===== config.mk =====
export PLATFORM = sky130hd
export DESIGN_NAME = mmio_uart_tx
export DESIGN_NICKNAME = d
export VERILOG_FILES = /design/src/rtl/uart_pkg.sv /design/src/rtl/sync_fifo.sv /design/src/rtl/mmio_uart_tx.sv
export SDC_FILE = /design/constraint.sdc
export NUM_CORES = 1
export LEC_CHECK = 0
export CORE_AREA = 2 2 125 127
export CTS_BUF_LIST = sky130_fd_sc_hd__clkbuf_2
export DETAILED_ROUTE_END_ITERATION = 8
export DIE_AREA = 0 0 127 129
export PLACE_DENSITY = 0.78
export SYNTH_ARGS = -nofsm -noshare
export SYNTH_HDL_FRONTEND = slang
export SYNTH_HIERARCHICAL = 1
export SYNTH_SLANG_ARGS = --single-unit

===== constraint.sdc =====
create_clock -name clk -period 3.2 [get_ports clk]
set_input_delay 0.8 -clock clk [delete_from_list [all_inputs] [get_ports clk]]
set_output_delay 0.8 -clock clk [all_outputs]
set_load 0.005 [all_outputs]

===== src/rtl/uart_pkg.sv =====
// uart_pkg: shared types and register map for mmio_uart_tx.
// UART_PARITY_EN adds the even-parity frame state.
package uart_pkg;

  typedef enum logic [2:0] {
    ST_IDLE,
    ST_START,
    ST_DATA,
`ifdef UART_PARITY_EN
    ST_PARITY,
`endif
    ST_STOP
  } tx_state_e;

  localparam logic [1:0] UART_TXDATA_OFS = 2'd0;
  localparam logic [1:0] UART_STATUS_OFS = 2'd1;

  localparam int STAT_FULL_BIT  = 0;
  localparam int STAT_EMPTY_BIT = 1;
  localparam int STAT_BUSY_BIT  = 2;
  localparam int STAT_OVF_BIT   = 3;
  localparam int STAT_PAR_BIT   = 4;
  localparam int STAT_CNT_LSB   = 8;

endpackage


===== src/rtl/sync_fifo.sv =====
// sync_fifo: single-clock FIFO with occupancy count.
// Push when full and pop when empty are ignored.
module sync_fifo #(
  parameter int DATA_WIDTH = 8,
  parameter int DEPTH      = 16,
  localparam int AW        = $clog2(DEPTH)
) (
  input  logic                  clk,
  input  logic                  reset,
  input  logic                  push,
  input  logic [DATA_WIDTH-1:0] push_data,
  input  logic                  pop,
  output logic [DATA_WIDTH-1:0] pop_data,
  output logic                  full,
  output logic                  empty,
  output logic [AW:0]           cnt
);

  localparam logic [AW:0] FULL_CNT = (AW+1)'(DEPTH);

  logic [DATA_WIDTH-1:0] mem [DEPTH];
  logic [AW-1:0]         wr_ptr;
  logic [AW-1:0]         rd_ptr;
  logic                  do_push;
  logic                  do_pop;

  assign full     = (cnt == FULL_CNT);
  assign empty    = (cnt == '0);
  assign do_push  = push & ~full;
  assign do_pop   = pop & ~empty;
  assign pop_data = mem[rd_ptr];

  // storage array, written only on an accepted push
  always_ff @(posedge clk) begin
    if (do_push) begin
      mem[wr_ptr] <= push_data;
    end
  end

  // pointers wrap naturally; count tracks push/pop balance
  always_ff @(posedge clk) begin
    if (reset) begin
      wr_ptr <= '0;
      rd_ptr <= '0;
      cnt    <= '0;
    end else begin
      if (do_push) begin
        wr_ptr <= wr_ptr + 1'b1;
      end
      if (do_pop) begin
        rd_ptr <= rd_ptr + 1'b1;
      end
      unique case ({do_push, do_pop})
        2'b10:   cnt <= cnt + 1'b1;
        2'b01:   cnt <= cnt - 1'b1;
        default: cnt <= cnt;
      endcase
    end
  end

endmodule


===== src/rtl/mmio_uart_tx.sv =====
// mmio_uart_tx: store-bus UART transmitter, 8N1 by default.
// Define UART_PARITY_EN for an even-parity bit before stop.
module mmio_uart_tx #(
  parameter int CLKS_PER_BIT = 434,
  parameter int FIFO_DEPTH   = 16,
  parameter int ADDR_WIDTH   = 32,
  parameter int DATA_WIDTH   = 32
) (
  input  logic                  clk,
  input  logic                  reset,
  input  logic [ADDR_WIDTH-1:0] cpu_address,
  input  logic [DATA_WIDTH-1:0] cpu_wdata,
  input  logic                  write_enable,
  input  logic                  read_enable,
  output logic [DATA_WIDTH-1:0] cpu_rdata,
  output logic                  tx,
  output logic                  irq_tx_empty
);

  import uart_pkg::*;

  localparam int CW = $clog2(FIFO_DEPTH) + 1;
  localparam int BW = (CLKS_PER_BIT > 1) ? $clog2(CLKS_PER_BIT) : 1;
  localparam logic [BW-1:0] BAUD_LAST = BW'(CLKS_PER_BIT - 1);

  logic [1:0]            offset;
  logic                  wr_txdata;
  logic                  wr_status;
  logic                  fifo_push;
  logic                  fifo_pop;
  logic [7:0]            fifo_dout;
  logic                  fifo_full;
  logic                  fifo_empty;
  logic [CW-1:0]         fifo_cnt;
  logic                  ovf_q;
  logic [DATA_WIDTH-1:0] status;
  tx_state_e             state_q;
  tx_state_e             state_d;
  logic [BW-1:0]         baud_q;
  logic [BW-1:0]         baud_d;
  logic [2:0]            bit_q;
  logic [2:0]            bit_d;
  logic [7:0]            shift_q;
  logic [7:0]            shift_d;
  logic                  baud_end;
  logic                  busy;
  logic                  unused_addr;
  logic                  unused_wdata;

`ifdef UART_PARITY_EN
  logic                  par_q;
`endif

  assign offset       = cpu_address[3:2];
  assign unused_addr  = ^{cpu_address[ADDR_WIDTH-1:4],
                          cpu_address[1:0]};
  assign unused_wdata = ^cpu_wdata[DATA_WIDTH-1:8];

  // register-map decode for stores
  always_comb begin
    wr_txdata = 1'b0;
    wr_status = 1'b0;
    if (write_enable) begin
      unique case (offset)
        UART_TXDATA_OFS: wr_txdata = 1'b1;
        UART_STATUS_OFS: wr_status = 1'b1;
        default:         ;
      endcase
    end
  end

  assign fifo_push = wr_txdata & ~fifo_full;

  sync_fifo #(
    .DATA_WIDTH (8),
    .DEPTH      (FIFO_DEPTH)
  ) u_fifo (
    .clk       (clk),
    .reset     (reset),
    .push      (fifo_push),
    .push_data (cpu_wdata[7:0]),
    .pop       (fifo_pop),
    .pop_data  (fifo_dout),
    .full      (fifo_full),
    .empty     (fifo_empty),
    .cnt       (fifo_cnt)
  );

  // sticky overflow: a store to a full FIFO drops its byte
  always_ff @(posedge clk) begin
    if (reset) begin
      ovf_q <= 1'b0;
    end else if (wr_status) begin
      ovf_q <= 1'b0;
    end else if (wr_txdata && fifo_full) begin
      ovf_q <= 1'b1;
    end
  end

  assign busy         = (state_q != ST_IDLE);
  assign irq_tx_empty = fifo_empty & ~busy;
  assign baud_end     = (baud_q == BAUD_LAST);

  // STATUS word assembled from live state
  always_comb begin
    status                       = '0;
    status[STAT_CNT_LSB +: CW]   = fifo_cnt;
    status[STAT_OVF_BIT]         = ovf_q;
    status[STAT_BUSY_BIT]        = busy;
    status[STAT_EMPTY_BIT]       = fifo_empty;
    status[STAT_FULL_BIT]        = fifo_full;
`ifdef UART_PARITY_EN
    status[STAT_PAR_BIT]         = 1'b1;
`endif
  end

  // same-cycle load data; zero unless STATUS is read
  always_comb begin
    cpu_rdata = '0;
    if (read_enable && offset == UART_STATUS_OFS) begin
      cpu_rdata = status;
    end
  end

  // serialiser state and counters
  always_ff @(posedge clk) begin
    if (reset) begin
      state_q <= ST_IDLE;
      baud_q  <= '0;
      bit_q   <= '0;
      shift_q <= '0;
    end else begin
      state_q <= state_d;
      baud_q  <= baud_d;
      bit_q   <= bit_d;
      shift_q <= shift_d;
    end
  end

`ifdef UART_PARITY_EN
  // even parity latched with the byte as it leaves the FIFO
  always_ff @(posedge clk) begin
    if (reset) begin
      par_q <= 1'b0;
    end else if (fifo_pop) begin
      par_q <= ^fifo_dout;
    end
  end
`endif

  // next-state: each non-idle state lasts one full bit time
  always_comb begin
    state_d  = state_q;
    baud_d   = baud_q;
    bit_d    = bit_q;
    shift_d  = shift_q;
    fifo_pop = 1'b0;
    unique case (state_q)
      ST_IDLE: begin
        if (!fifo_empty) begin
          fifo_pop = 1'b1;
          shift_d  = fifo_dout;
          baud_d   = '0;
          state_d  = ST_START;
        end
      end
      ST_START: begin
        if (baud_end) begin
          baud_d  = '0;
          bit_d   = '0;
          state_d = ST_DATA;
        end else begin
          baud_d = baud_q + 1'b1;
        end
      end
      ST_DATA: begin
        if (baud_end) begin
          baud_d  = '0;
          shift_d = {1'b0, shift_q[7:1]};
          if (bit_q == 3'd7) begin
`ifdef UART_PARITY_EN
            state_d = ST_PARITY;
`else
            state_d = ST_STOP;
`endif
          end else begin
            bit_d = bit_q + 3'd1;
          end
        end else begin
          baud_d = baud_q + 1'b1;
        end
      end
`ifdef UART_PARITY_EN
      ST_PARITY: begin
        if (baud_end) begin
          baud_d  = '0;
          state_d = ST_STOP;
        end else begin
          baud_d = baud_q + 1'b1;
        end
      end
`endif
      ST_STOP: begin
        if (baud_end) begin
          baud_d = '0;
          if (!fifo_empty) begin
            fifo_pop = 1'b1;
            shift_d  = fifo_dout;
            state_d  = ST_START;
          end else begin
            state_d = ST_IDLE;
          end
        end else begin
          baud_d = baud_q + 1'b1;
        end
      end
      default: state_d = ST_IDLE;
    endcase
  end

  // line level decoded from the current state
  always_comb begin
    tx = 1'b1;
    unique case (state_q)
      ST_START: tx = 1'b0;
      ST_DATA:  tx = shift_q[0];
`ifdef UART_PARITY_EN
      ST_PARITY: tx = par_q;
`endif
      default:  tx = 1'b1;
    endcase
  end

endmodule


==> run metrics <==
Overflow after GRT 0; Mapped Cells about 480; average cell area after synthesis between 15 and 20 sq um; status finished, final reports clean; Site Rows 45; Unique masters post-synth 61; vias in the first global route about 4,200; maximum clock frequency 324 MHz; TritonCTS clock tree done; P_leak 2.85 nW; post-synthesis cell area between 7000 and 8000 sq um; Post-synth EDFFs roughly 130; CP required around 2400 ps; power per cell area 629 nW/um^2; Clock Tree Buf Depth 2; Placeable Area ~15,000 sq um; # fillers around 1,100; final setup fails 0; Setup TNS Final 0 ps; Residual DRC 0; CTS Hold Buffers Added 0; sequential share of power between 40 and 50%; area grow syn2layout 11.5%; Avg Vias per Cell ~5.7; fraction of layout cells with a size suffix above 1 between 10% and 20%; PortBufs 24; met3 Use GR 4.57%; final WL 13,300 um; Largest stage delay, worst path approximately 520 ps; Reg area roughly 4700 sq um; Comb pwr share a little under a third; Pre-antenna DRT Iters 5; Starting Density 50.2%; Seq/Total Area, Yosys 61.8%; cell-internal power between 0.003 and 0.004 W; initial antenna violation count 0; CP Capture Type output pin; Final Hold Viols 0; CP max stage cell clkdlybuf4s50_1; Clk Latency, worst-skew pair 730 ps; routed length per placed instance around 18 um; CTS root buffer clkbuf_2; Clock Power Share between 20% and 30%; # IOs 102; DR iter-0 viols between 300 and 400; met2 usage 30.2%; gr usage total between 10% and 20%; multi-input combinational cell area between 2000 and 3000 sq um; layer with the highest usage met2; clock skew approximately 32 ps; minimum clock period after layout between 3000 and 4000 ps; Fin Hold WS around 530 ps; Most common cell on crit path clkdlybuf4s50_1; GP Congestion 0.839; RSZ-0062 raised after global routing no; largest net degree at the start of global routing 33; Async SR Flop Fraction 0%; synthesized flop and latch total 168; CP Class primary input to output pin; fin nets 619; CP Cell Sequence clkdlybuf4s50_1 > and3b_2 > and2_1 > clkdlybuf4s50_1; worst-margin pin slew 1120 ps; GR Util met1 roughly a fifth; clock sink count 168; CP bufs+invs 2; max cap viols 0; DP HPWL roughly 9000 um; Final Cycle Share between 90% and 100%; sw frac 33.9%; Antenna diodes 0; Final ANT Viol Nets 0; CP Max Fanout 9; H-tree depth 4; Worst EP arrival 2280 ps; Worst-path clk slew 270 ps; Psw 0.00179 W; TritonCTS buffer count 17; Setup crit start kind primary input; max-slew violation count 0; Slew HR 25.4%; via count 4,172; global-route wire length before repair 21,400 um; Hold Path Class flip-flop to flip-flop; Die W roughly 130 um; die area 16,400 sq um; die height roughly 130 um; Post-synth top flop edfxtp_1; Ys Warns 6; family with the most delay on the worst path buffers and inverters; Worst VDD drop 0.376 mV
[logic make-up after synthesis]
| kind of cell | Yosys count | share of synthesized area (%) |
|---|---|---|
| DFF | 168 | 61.8 |
| and+or+nand+nor | 109 | 7.70 |
| buffers and inverters | 60 | 4.81 |
| AOI/OAI and AO/OA | 56 | 5.96 |
| muxes | 55 | 15.4 |
| adders and majority gates | 17 | 2.83 |
| xor gates and xnor gates | 13 | 1.51 |
| other | 1 | 0.0499 |
[sequential cells by signal (all words and copies together) (netlist names), named ones only]
register,flops
u_fifo/rd_ptr,4
state_q,2
ovf_q,1
shift_q,8
u_fifo/cnt,5
u_fifo/mem,128
bit_q,3
u_fifo/wr_ptr,4
baud_q,9
[power by group through the flow]
stage / Combinational, W / Sequential (W) / Clock [W]
4_1_cts: 0.00158 / 0.00252 / 0.00118
5_1_grt: 0.00175 / 0.00253 / 0.00128
3_3_place_gp: 0.00139 / 0.00256 / 0
2_1_floorplan: 0.00113 / 0.00253 / 0
6_report: 0.00161 / 0.00252 / 0.00114
3_5_place_dp: 0.00145 / 0.00257 / 0
[per-layer routing]
metal / part of all wire (%) / vias up / wire length, um
met4: 0.81 / 0 / 108
met3: 4.6 / 11 / 618
met2: 52 / 117 / 6960
li1: - / 1947 / -
met5: 0 / - / 0
met1: 42 / 2097 / 5650
[cell type report]
type	instances	share of cell area (%)
Timing Repair Buffer	61	6.16
Tap cell	188	2.81
Sequential cell	168	55.6
Clock inverter	15	2.28
Inverter	13	0.597
Multi-Input combinational cell	273	31.6
Clock buffer	17	1.01
[worst reg2reg max path: cells and delay by family (launching register included)]
family	cells	cell delay (ps)
fa+ha+maj	3	590
xor+xnor	1	190
flops	1	500
simple gates	4	1080
compound gates	3	440
buf+inv	1	80
[cells in the final DEF, fill, tap and decap left out, drive strengths merged, types with 4 or more instances in the layout]
master / instances
xnor2: 6
nand2: 8
o211ai: 4
edfxtp: 128
a211oi: 4
ha: 17
nor3: 10
o21a: 6
a31oi: 4
mux2i: 14
mux4: 40
nand2b: 9
conb: 23
a21oi: 15
a22oi: 4
nand3b: 4
clkbuf: 17
xor2: 7
a311oi: 7
inv: 19
buf: 38
nor2: 41
clkinv: 9
dfxtp: 40
and2: 11
clkdlybuf4s50: 21
[cells in the mapped netlist (all sizes together), types with 6 or more instances]
| cell | n | area (sq um) |
|---|---|---|
| nor3 | 10 | 50.1 |
| clkbuf | 12 | 45.0 |
| xnor2 | 6 | 52.6 |
| dfxtp | 40 | 801 |
| and2 | 11 | 68.8 |
| ha | 17 | 213 |
| mux4 | 40 | 1010 |
| buf | 35 | 266 |
| nand2 | 8 | 30.0 |
| mux2i | 14 | 140 |
| inv | 12 | 45.0 |
| o21a | 6 | 52.6 |
| xor2 | 7 | 61.3 |
| a21oi | 15 | 75.1 |
| nor2 | 41 | 154 |
| edfxtp | 128 | 3840 |
| nand2b | 9 | 56.3 |
| a311oi | 7 | 73.8 |
[stage by stage]
stage / instance area, sq um / total power [W] / util, % / setup slack, ps / instances
floorplan: 7610 / 0.00366 / - / 73.2 / 501
global placement: 8000 / 0.00395 / 53.4 / -88.9 / 696
detailed placement: 8000 / 0.00402 / 53.4 / -155 / 696
CTS: 8350 / 0.00528 / 55.7 / -2.87 / 733
global route: 8390 / 0.00556 / 56.0 / 26.0 / 735
finish: 8390 / 0.00528 / 56.0 / 118 / 735
[repair_timing]
action | in CTS | in global routing
pin swaps | 3 | 2
setup buffers | 5 | 3
endpoints found under the setup margin | 5 | 8
resized for setup | 20 | 8
[path summary, 6_finish.rpt]
kind	depth (start not counted)	endpoint	slack, ps	startpoint
max	4	cpu_rdata[10]	120	cpu_address[2]
min	2	ovf_q	530	ovf_q
max reg2reg	12	u_fifo/cnt[2]	270	baud_q[0]
min reg2reg	2	ovf_q	530	ovf_q
Note: power is estimated with default switching activity, not from simulation.
